<file path="config.mk">
export PLATFORM = sky130hd
export DESIGN_NAME = pll_reset_sequencer
export DESIGN_NICKNAME = d
export VERILOG_FILES = /design/src/rtl/pll_reset_sequencer_pkg.sv /design/src/rtl/pll_reset_sequencer_sync_2ff.sv /design/src/rtl/pll_reset_sequencer.sv
export SDC_FILE = /design/constraint.sdc
export NUM_CORES = 1
export LEC_CHECK = 0
export CORE_ASPECT_RATIO = 0.9
export CORE_MARGIN = 1.5
export CORE_UTILIZATION = 25
export DETAILED_ROUTE_END_ITERATION = 12
export GPL_TIMING_DRIVEN = 0
export PLACE_DENSITY = 0.45
export SYNTH_ARGS = -nofsm -noshare
export SYNTH_HDL_FRONTEND = slang
export SYNTH_SLANG_ARGS = --single-unit
</file>
<file path="constraint.sdc">
create_clock -name clock_in -period 3 [get_ports clock_in]
set_clock_uncertainty 0.1 [all_clocks]
set_input_delay 0.6 -clock clock_in [delete_from_list [all_inputs] [get_ports clock_in]]
set_output_delay 0.6 -clock clock_in [all_outputs]
set_load 0.005 [all_outputs]
</file>
<file path="src/rtl/pll_reset_sequencer_pkg.sv">
// Shared definitions for the PLL reset sequencer: FSM state encoding and output widths.
package pll_reset_sequencer_pkg;

  typedef enum logic [2:0] {
    ST_PLL_RST   = 3'd0,
    ST_WAIT_LOCK = 3'd1,
    ST_STABLE    = 3'd2,
    ST_RUN       = 3'd3,
    ST_FAIL      = 3'd4
  } state_t;

  localparam int RELOCK_W = 8;

  // WAIT_LOCK and STABLE share one timeout window.
  function automatic logic in_lock_window(input state_t s);
    return (s == ST_WAIT_LOCK) || (s == ST_STABLE);
  endfunction

endpackage

</file>
<file path="src/rtl/pll_reset_sequencer_sync_2ff.sv">
// Two-flop synchronizer with asynchronous active-low reset to 0.
module sync_2ff (
  input  logic clk,
  input  logic rst_n,
  input  logic d,
  output logic q
);

  logic sync_p0;

  // Stage 0 may go metastable; stage 1 gives it a full cycle to settle.
  always_ff @(posedge clk or negedge rst_n) begin
    if (!rst_n) begin
      sync_p0 <= 1'b0;
      q       <= 1'b0;
    end else begin
      sync_p0 <= d;
      q       <= sync_p0;
    end
  end

endmodule

</file>
<file path="src/rtl/pll_reset_sequencer.sv">
// Power-up / lock-loss sequencer for the iCE40 PLL: drives RESETB, qualifies lock,
// retries failed attempts and holds the system reset until lock is stable.
module pll_reset_sequencer
  import pll_reset_sequencer_pkg::*;
#(
  parameter int PLL_RESET_CYCLES    = 16,
  parameter int LOCK_STABLE_CYCLES  = 1024,
  parameter int LOCK_TIMEOUT_CYCLES = 12000,
  parameter int MAX_RETRIES         = 3,
  parameter int CNT_W               = 16
) (
  input  logic                clock_in,
  input  logic                reset_n,
  input  logic                pll_locked,
  output logic                pll_resetb,
  output logic                sys_reset_n,
  output logic                lock_lost,
  output logic                fail,
  output logic [RELOCK_W-1:0] relock_count
);

  localparam logic [CNT_W-1:0] RST_LAST  = CNT_W'(PLL_RESET_CYCLES - 1);
  localparam logic [CNT_W-1:0] STAB_LAST = CNT_W'(LOCK_STABLE_CYCLES - 1);
  localparam logic [CNT_W-1:0] TMO_LAST  = CNT_W'(LOCK_TIMEOUT_CYCLES - 1);
  localparam logic [CNT_W-1:0] RETRY_MAX = CNT_W'(MAX_RETRIES);

  function automatic logic [RELOCK_W-1:0] sat_inc(input logic [RELOCK_W-1:0] v);
    return (v == {RELOCK_W{1'b1}}) ? v : v + 1'b1;
  endfunction

  logic             rst_sync_n;
  logic             lock_s;
  state_t           state;
  logic [CNT_W-1:0] rst_cnt;
  logic [CNT_W-1:0] tmo;
  logic [CNT_W-1:0] stab;
  logic [CNT_W-1:0] retry;
  logic [CNT_W-1:0] retry_inc;

  // Reset asserts asynchronously but is released on a clock edge.
  sync_2ff u_rst_sync (
    .clk   (clock_in),
    .rst_n (reset_n),
    .d     (1'b1),
    .q     (rst_sync_n)
  );

  sync_2ff u_lock_sync (
    .clk   (clock_in),
    .rst_n (reset_n),
    .d     (pll_locked),
    .q     (lock_s)
  );

  assign retry_inc = retry + 1'b1;

  always_ff @(posedge clock_in or negedge rst_sync_n) begin
    if (!rst_sync_n) begin
      state        <= ST_PLL_RST;
      pll_resetb   <= 1'b0;
      sys_reset_n  <= 1'b0;
      lock_lost    <= 1'b0;
      fail         <= 1'b0;
      relock_count <= '0;
      rst_cnt      <= '0;
      tmo          <= '0;
      stab         <= '0;
      retry        <= '0;
    end else begin
      lock_lost <= 1'b0;
      unique case (state)
        ST_PLL_RST: begin
          pll_resetb  <= 1'b0;
          sys_reset_n <= 1'b0;
          if (rst_cnt == RST_LAST) begin
            state      <= ST_WAIT_LOCK;
            pll_resetb <= 1'b1;
            rst_cnt    <= '0;
            tmo        <= '0;
            stab       <= '0;
          end else begin
            rst_cnt <= rst_cnt + 1'b1;
          end
        end

        ST_WAIT_LOCK, ST_STABLE: begin
          // The attempt deadline wins over any lock activity on the same cycle.
          if (tmo == TMO_LAST) begin
            pll_resetb <= 1'b0;
            rst_cnt    <= '0;
            tmo        <= '0;
            stab       <= '0;
            retry      <= retry_inc;
            if (retry_inc == RETRY_MAX) begin
              state <= ST_FAIL;
              fail  <= 1'b1;
            end else begin
              state <= ST_PLL_RST;
            end
          end else begin
            tmo <= tmo + 1'b1;
            if (state == ST_WAIT_LOCK) begin
              if (lock_s) begin
                state <= ST_STABLE;
                stab  <= '0;
              end
            end else if (!lock_s) begin
              state <= ST_WAIT_LOCK;
              stab  <= '0;
            end else if (stab == STAB_LAST) begin
              state       <= ST_RUN;
              sys_reset_n <= 1'b1;
              stab        <= '0;
              retry       <= '0;
            end else begin
              stab <= stab + 1'b1;
            end
          end
        end

        ST_RUN: begin
          if (!lock_s) begin
            state        <= ST_PLL_RST;
            pll_resetb   <= 1'b0;
            sys_reset_n  <= 1'b0;
            lock_lost    <= 1'b1;
            relock_count <= sat_inc(relock_count);
            rst_cnt      <= '0;
          end
        end

        ST_FAIL: begin
          pll_resetb  <= 1'b0;
          sys_reset_n <= 1'b0;
          fail        <= 1'b1;
        end

        default: begin
          state       <= ST_PLL_RST;
          pll_resetb  <= 1'b0;
          sys_reset_n <= 1'b0;
          rst_cnt     <= '0;
        end
      endcase
    end
  end

endmodule

</file>
* Yosys cells after proc, flatten, opt, wreduce, memory -nomap -nowiden
Index checks and enable logic that the tools add are counted.
** Cells by class
- Add/sub/neg operators :: 5
- Equality and inequality tests :: 20
- Muxes and demuxes :: 40
- Bitwise operators :: 3
- Reduce and logical (&&, ||, !) cells :: 15
** Operator list (count)
- $mux W16 :: 14
- $add A16 B1 Y16 const B :: 4
- $pmux W16 S2 :: 2
- $pmux W16 S4 :: 1
- $mux W3 :: 8
- $eq A16 B10 Y1 const B :: 1
- $eq A16 B14 Y1 const B :: 1
- $eq A16 B2 Y1 const B :: 1
- $eq A16 B4 Y1 const B :: 1
- $ne A2 B2 Y1 const B :: 8
- $pmux W3 S4 :: 1
- $reduce_and A3 Y1 :: 4
- $mux W1 :: 11
- $reduce_and A5 Y1 :: 2
- $add A8 B1 Y8 const B :: 1
- $eq A8 B8 Y1 const B :: 1
- $reduce_bool A2 Y1 :: 4
- $eq A3 B2 Y1 const B :: 2
- $ne A5 B5 Y1 const B :: 1
- $ne A4 B3 Y1 const B :: 1
- $pmux W1 S2 :: 2
- $reduce_and A2 Y1 :: 2
- $reduce_and A4 Y1 :: 1
- $eq A3 B1 Y1 const B :: 1
- 6 further kinds :: 8
** Word-level totals
- Register bits :: 83
- Bits of input ports :: 3
- Logic and storage cells :: 97

* Longest topological paths before layout
Gate-level depths: netlist of run 1.
- Depth after elaboration :: 6
- Depth in mapped cells :: 10
- Mapped depth without buffers :: 7

* By module
From an unflattened synthesis of run 1, not the netlist that was laid out.
** Second synthesis, totals
- Cell total of the unflattened synthesis :: 502
- Area, all modules :: 4565.6 um^2
** Modules (own cells, without submodules)
- pll_reset_sequencer :: times used 1, cells an instance 498, area each 4465.5 um^2, sequential area each 1976.9 um^2
- sync_2ff :: times used 2, cells an instance 2, area each 50.0 um^2, sequential area each 50.0 um^2

* Worst setup path after synthesis of run 1
No wires, ideal clock.
- Path type :: flip-flop to flip-flop
- From :: reg tmo[0]
- To :: reg stab[7]
- Library setup time :: 0.110 ns
- Data arrival time :: 1.860 ns
- Path slack :: 0.930 ns
- Stages on the path, launching flop included :: 9
- Clock period less this slack :: 2.070 ns
- Cells stage by stage :: dfrtp_1 > ha_1 > and4_1 > nand4_1 > buf_2 > nand3_1 > buf_2 > buf_2 > o41ai_1
** Between the ends
- Cells in the longest elaborated chain, start to end :: 3
- Elaborated cells on any way between the ends :: 5
** RTL lines
- start, declared :: line pll_reset_sequencer.sv:35 : logic [CNT_W-1:0] tmo;
- start signal, assigned :: line pll_reset_sequencer.sv:101 : tmo <= tmo + 1'b1;
- $eq A16 B14 Y1 * :: line pll_reset_sequencer.sv:88 : if (tmo == TMO_LAST) begin
- $ne A4 B3 Y1 (no line) / $mux W16 (equally long branches)
- $reduce_and A3 Y1 (no line) / $pmux W16 S2 (equally long branches)
- end signal, assigned :: line pll_reset_sequencer.sv:116 : stab <= stab + 1'b1;
- end, declared :: line pll_reset_sequencer.sv:36 : logic [CNT_W-1:0] stab;
Mark *: on every way between the ends. The rest lies on a longest branch, timed or not.
A chain may end at the register's enable or synchronous reset.

* Worst setup path after layout of run 1
- From :: reg tmo[0]
- To :: reg retry[11]
** Between the ends
- Cells in the longest elaborated chain, start to end :: 3
- Elaborated cells on any way between the ends :: 6
** RTL lines
- $eq A16 B14 Y1 * :: line pll_reset_sequencer.sv:88
- $ne A2 B2 Y1 (no line) / $reduce_bool A2 Y1 (equally long branches)
- $reduce_and A4 Y1 (no line)
- end signal, assigned :: line pll_reset_sequencer.sv:93 : retry <= retry_inc;
- end, declared :: line pll_reset_sequencer.sv:37 : logic [CNT_W-1:0] retry;
Marked as above.

==> qor.yml, run 1 <==
outcome: "finished clean"
path_class: "reg -> reg"
synth_flop_cell: "dfrtp_1"
vias: 3922
synth_fp_nets: 525
yosys.area_share.simple_pct: 25.8
layout_min_cycle_time_ns: 2.78
synth_most_common_cell: "dfrtp_1"
wirelength_mm: 11.0
rr_startpoint: "tmo[0]$_DFFE_PN0P_"
yosysTopAreaCellShare_pct: 46.0
fp.dieH_um: 131
start_util_pct: 25.6
ir_worst_vdd_uv: 261
gr-total-overflow: 0
cts_setup_buffers: 0
port-buffer-count: 14
place_ws_ns: 0.224
rsz0062_at_grt: "false"
core_mm2: 0.0177
grt_max_degree: 63
die_area_mm2: 0.0189
critPathSlowestCell: "a21oi_1"
synthDistinctLibCells: 52
reg2reg_depth: 9
drcViolationCount: 0
fin_crit_sh_pct: 92.7
maxSlewViolCount: 0
slew_headroom_pct: 35.4
yosys-top-cells-area: "dfrtp_1 46%, o21ai_0 8.9%, nand2_1 4.8%"
r2r_slack_ns: 0.22
antenna_found_initial: 0
num_antenna_cells: 0
utilization_pct: 30.1
setup_viol: 0
synth_area_per_cell_um2: 8.75
via_per_inst: 4.98
cts_hold_buf: 0
drtPass1Iterations: 4
fp.dieW_um: 145
routedWlPerCell_um: 14.0
io_pins: 15
cp.arrival_ns: 2.92
synth_largest_area_cell: "dfrtp_1"
holdWs_ns: 0.108
p_total_w: 0.00331
wl_met1_mm: 5.69
cpMostUsedCell: "buf_2"
place_congestion: 0.782
synth_compound_area_share_pct: 19.2
cts_buffers: 9
cts_tree: "yes"
met3_length_um: 490
grt_pass1_wl_mm: 18.5
hold_violations: 0
first_global_vias: 3560
synth_area_mm2: 0.00452
maxCapViolations: 0
synth-xor-area-share_pct: 3.49
grtUsageTotal_pct: 12.4
dp_hpwl_mm: 7.51
worstMarginPinSlew_ns: 0.967
worst_slack_ns: 0.220
insertion_delay_ns: 0.35
ys_warn_count: 0
synth_cells: 516
start_kind: "flip-flop"
area_growth_pct: 17.8
synth.ff_latch_count: 83
nets: 551
setup_tns_ns: 0
cts_root_buffer: "clkbuf_16"
hold_path.class: "reg -> async"
post_cts_resized: 0
final_antenna_net_count: 0
cts.sinks: 83
p_leak_nw: 2.16
crit_chain: "ha_1 -> and4_1 -> nand4_1 -> buf_2 -> a211oi_1 -> a21oi_1 -> buf_2 -> o21ai_0 -> o31ai_1"
cpPeakStageDelay_ns: 0.64
drive_gt1_share_pct: 6.03
yosysSeqAreaShare_pct: 46.0
power_density_mw_per_mm2: 623
nFillCells: 1866
synth_top_family_by_area: "simple AND/OR/NAND/NOR gates"
drtIter0Drc: 241
dr.max_layer_used: "met4"
ctsLongestPathBuffers: 2
r2r-end: "retry[11]$_DFFE_PN0P_"
muxShareOfSynthArea_pct: 0.693
max_freq_ghz: 0.360
met2_length_mm: 4.69
synthArstFlopShare_pct: 100
critPathMaxFanout: 10
synth_common_cells: "83 x dfrtp_1, 80 x o21ai_0, 58 x nand2_1, 44 x nor2_1, 29 x nand3_1"
synth_edf_count: 0
endpoint_kind: "flip-flop"
rows: 46
htree_levels: 3
clkTransAtPathRegs_ns: 0.07
critPathRequiredTime_ns: 3.14
synth-adder-area-share_pct: 1.66
==> metal layers <==
layer	vias to the layer above	GRT usage, %
met5	-	0
met4	0	4.28
met3	11	3.10
met2	78	18.2
met1	1886	17.7
li1	1947	-
==> final cells by class <==
class / count / area (µm²) / share of cell area [%]
Buffer: 25 / 104 / 1.95
Clock buffer: 9 / 225 / 4.23
Clock inverter: 7 / 106 / 2.00
Inverter: 9 / 33.8 / 0.635
Multi-Input combinational cell: 399 / 2300 / 43.3
Sequential cell: 83 / 2080 / 39.1
Tap cell: 240 / 300 / 5.65
Timing Repair Buffer: 15 / 168 / 3.15
==> state kept, by name, summed over array words and instances (netlist names) <==
name,cells
relock_count,8
retry,16
lock_lost,1
u_lock_sync.sync_p0,1
sys_reset_n,1
u_lock_sync.q,1
u_rst_sync.q,1
state,3
rst_cnt,16
fail,1
stab,16
tmo,16
u_rst_sync.sync_p0,1
pll_resetb,1
==> report_power, final <==
group | total [W] | internal (W) | leakage, nW | switching (W)
Combinational | 0.000755 | 0.000263 | 0.941 | 0.000492
Sequential | 0.00131 | 0.00121 | 1.05 | 0.000101
Clock | 0.00125 | 0.000746 | 0.163 | 0.000501
Total | 0.00331 | 0.00222 | 2.16 | 0.00109
==> worst max-delay path by stage <==
stage	from	end	slack, ns	depth (start not counted)
floorplan	u_rst_sync.q$_DFF_PN0_	fail$_DFFE_PN0P_	0.48	0
global placement	u_rst_sync.q$_DFF_PN0_	retry[11]$_DFFE_PN0P_	-0.68	0
detailed placement	tmo[0]$_DFFE_PN0P_	retry[11]$_DFFE_PN0P_	0.22	9
CTS	tmo[0]$_DFFE_PN0P_	retry[11]$_DFFE_PN0P_	0.21	9
global route	tmo[0]$_DFFE_PN0P_	retry[13]$_DFFE_PN0P_	0.04	9
finish	tmo[0]$_DFFE_PN0P_	retry[11]$_DFFE_PN0P_	0.22	9
==> metrics by stage <==
step | cell area (µm²) | instances
5_1_grt | 5320 | 787
3_5_place_dp | 4990 | 771
3_3_place_gp | 4960 | 770
4_1_cts | 5320 | 787
6_report | 5320 | 787
2_1_floorplan | 4520 | 516
==> cells by family after synthesis <==
family                   count (synthesis)
XOR/XNOR                                18
multiplexers                             3
AO/OA/AOI/OAI                          148
flip-flops                              83
other                                    1
buffers and inverters                   34
AND/OR/NAND/NOR                        223
adder cells (fa/ha/maj)                  6
==> critical path, delay by kind of cell (launching register included) <==
family | cells | cell delay, ns
fa+ha+maj | 1 | 0.27
compound gates | 4 | 0.92
flops | 1 | 0.42
buf+inv | 2 | 0.61
simple gates | 2 | 0.34
==> cell usage in the layout (no fill, tap or decap), types with 5 or more instances in the layout <==
cell,n
dfrtp_1,82
o21ai_0,80
nand2_1,58
nor2_1,44
nand3_1,29
and3_1,22
o31ai_1,22
clkbuf_1,16
a21oi_1,15
nand4_1,15
xnor2_1,15
clkdlybuf4s50_1,14
a31oi_1,12
inv_1,9
clkbuf_16,9
nor4_1,8
buf_2,8
nor2b_1,8
and2_1,6
ha_1,6
nor3_1,5
Note: power is estimated with default switching activity, not from simulation.
==> run 2: changes to the inputs <==
--- a/config.mk
+++ b/config.mk
@@ -9,6 +9,7 @@
 export CORE_MARGIN = 1.5
 export CORE_UTILIZATION = 25
 export DETAILED_ROUTE_END_ITERATION = 12
+export GPL_ROUTABILITY_DRIVEN = 1
 export GPL_TIMING_DRIVEN = 0
 export PLACE_DENSITY = 0.45
 export SYNTH_ARGS = -nofsm -noshare
==> results of run 2 <==
No change in the layout: final DEF, timing and power equal those of run 1.
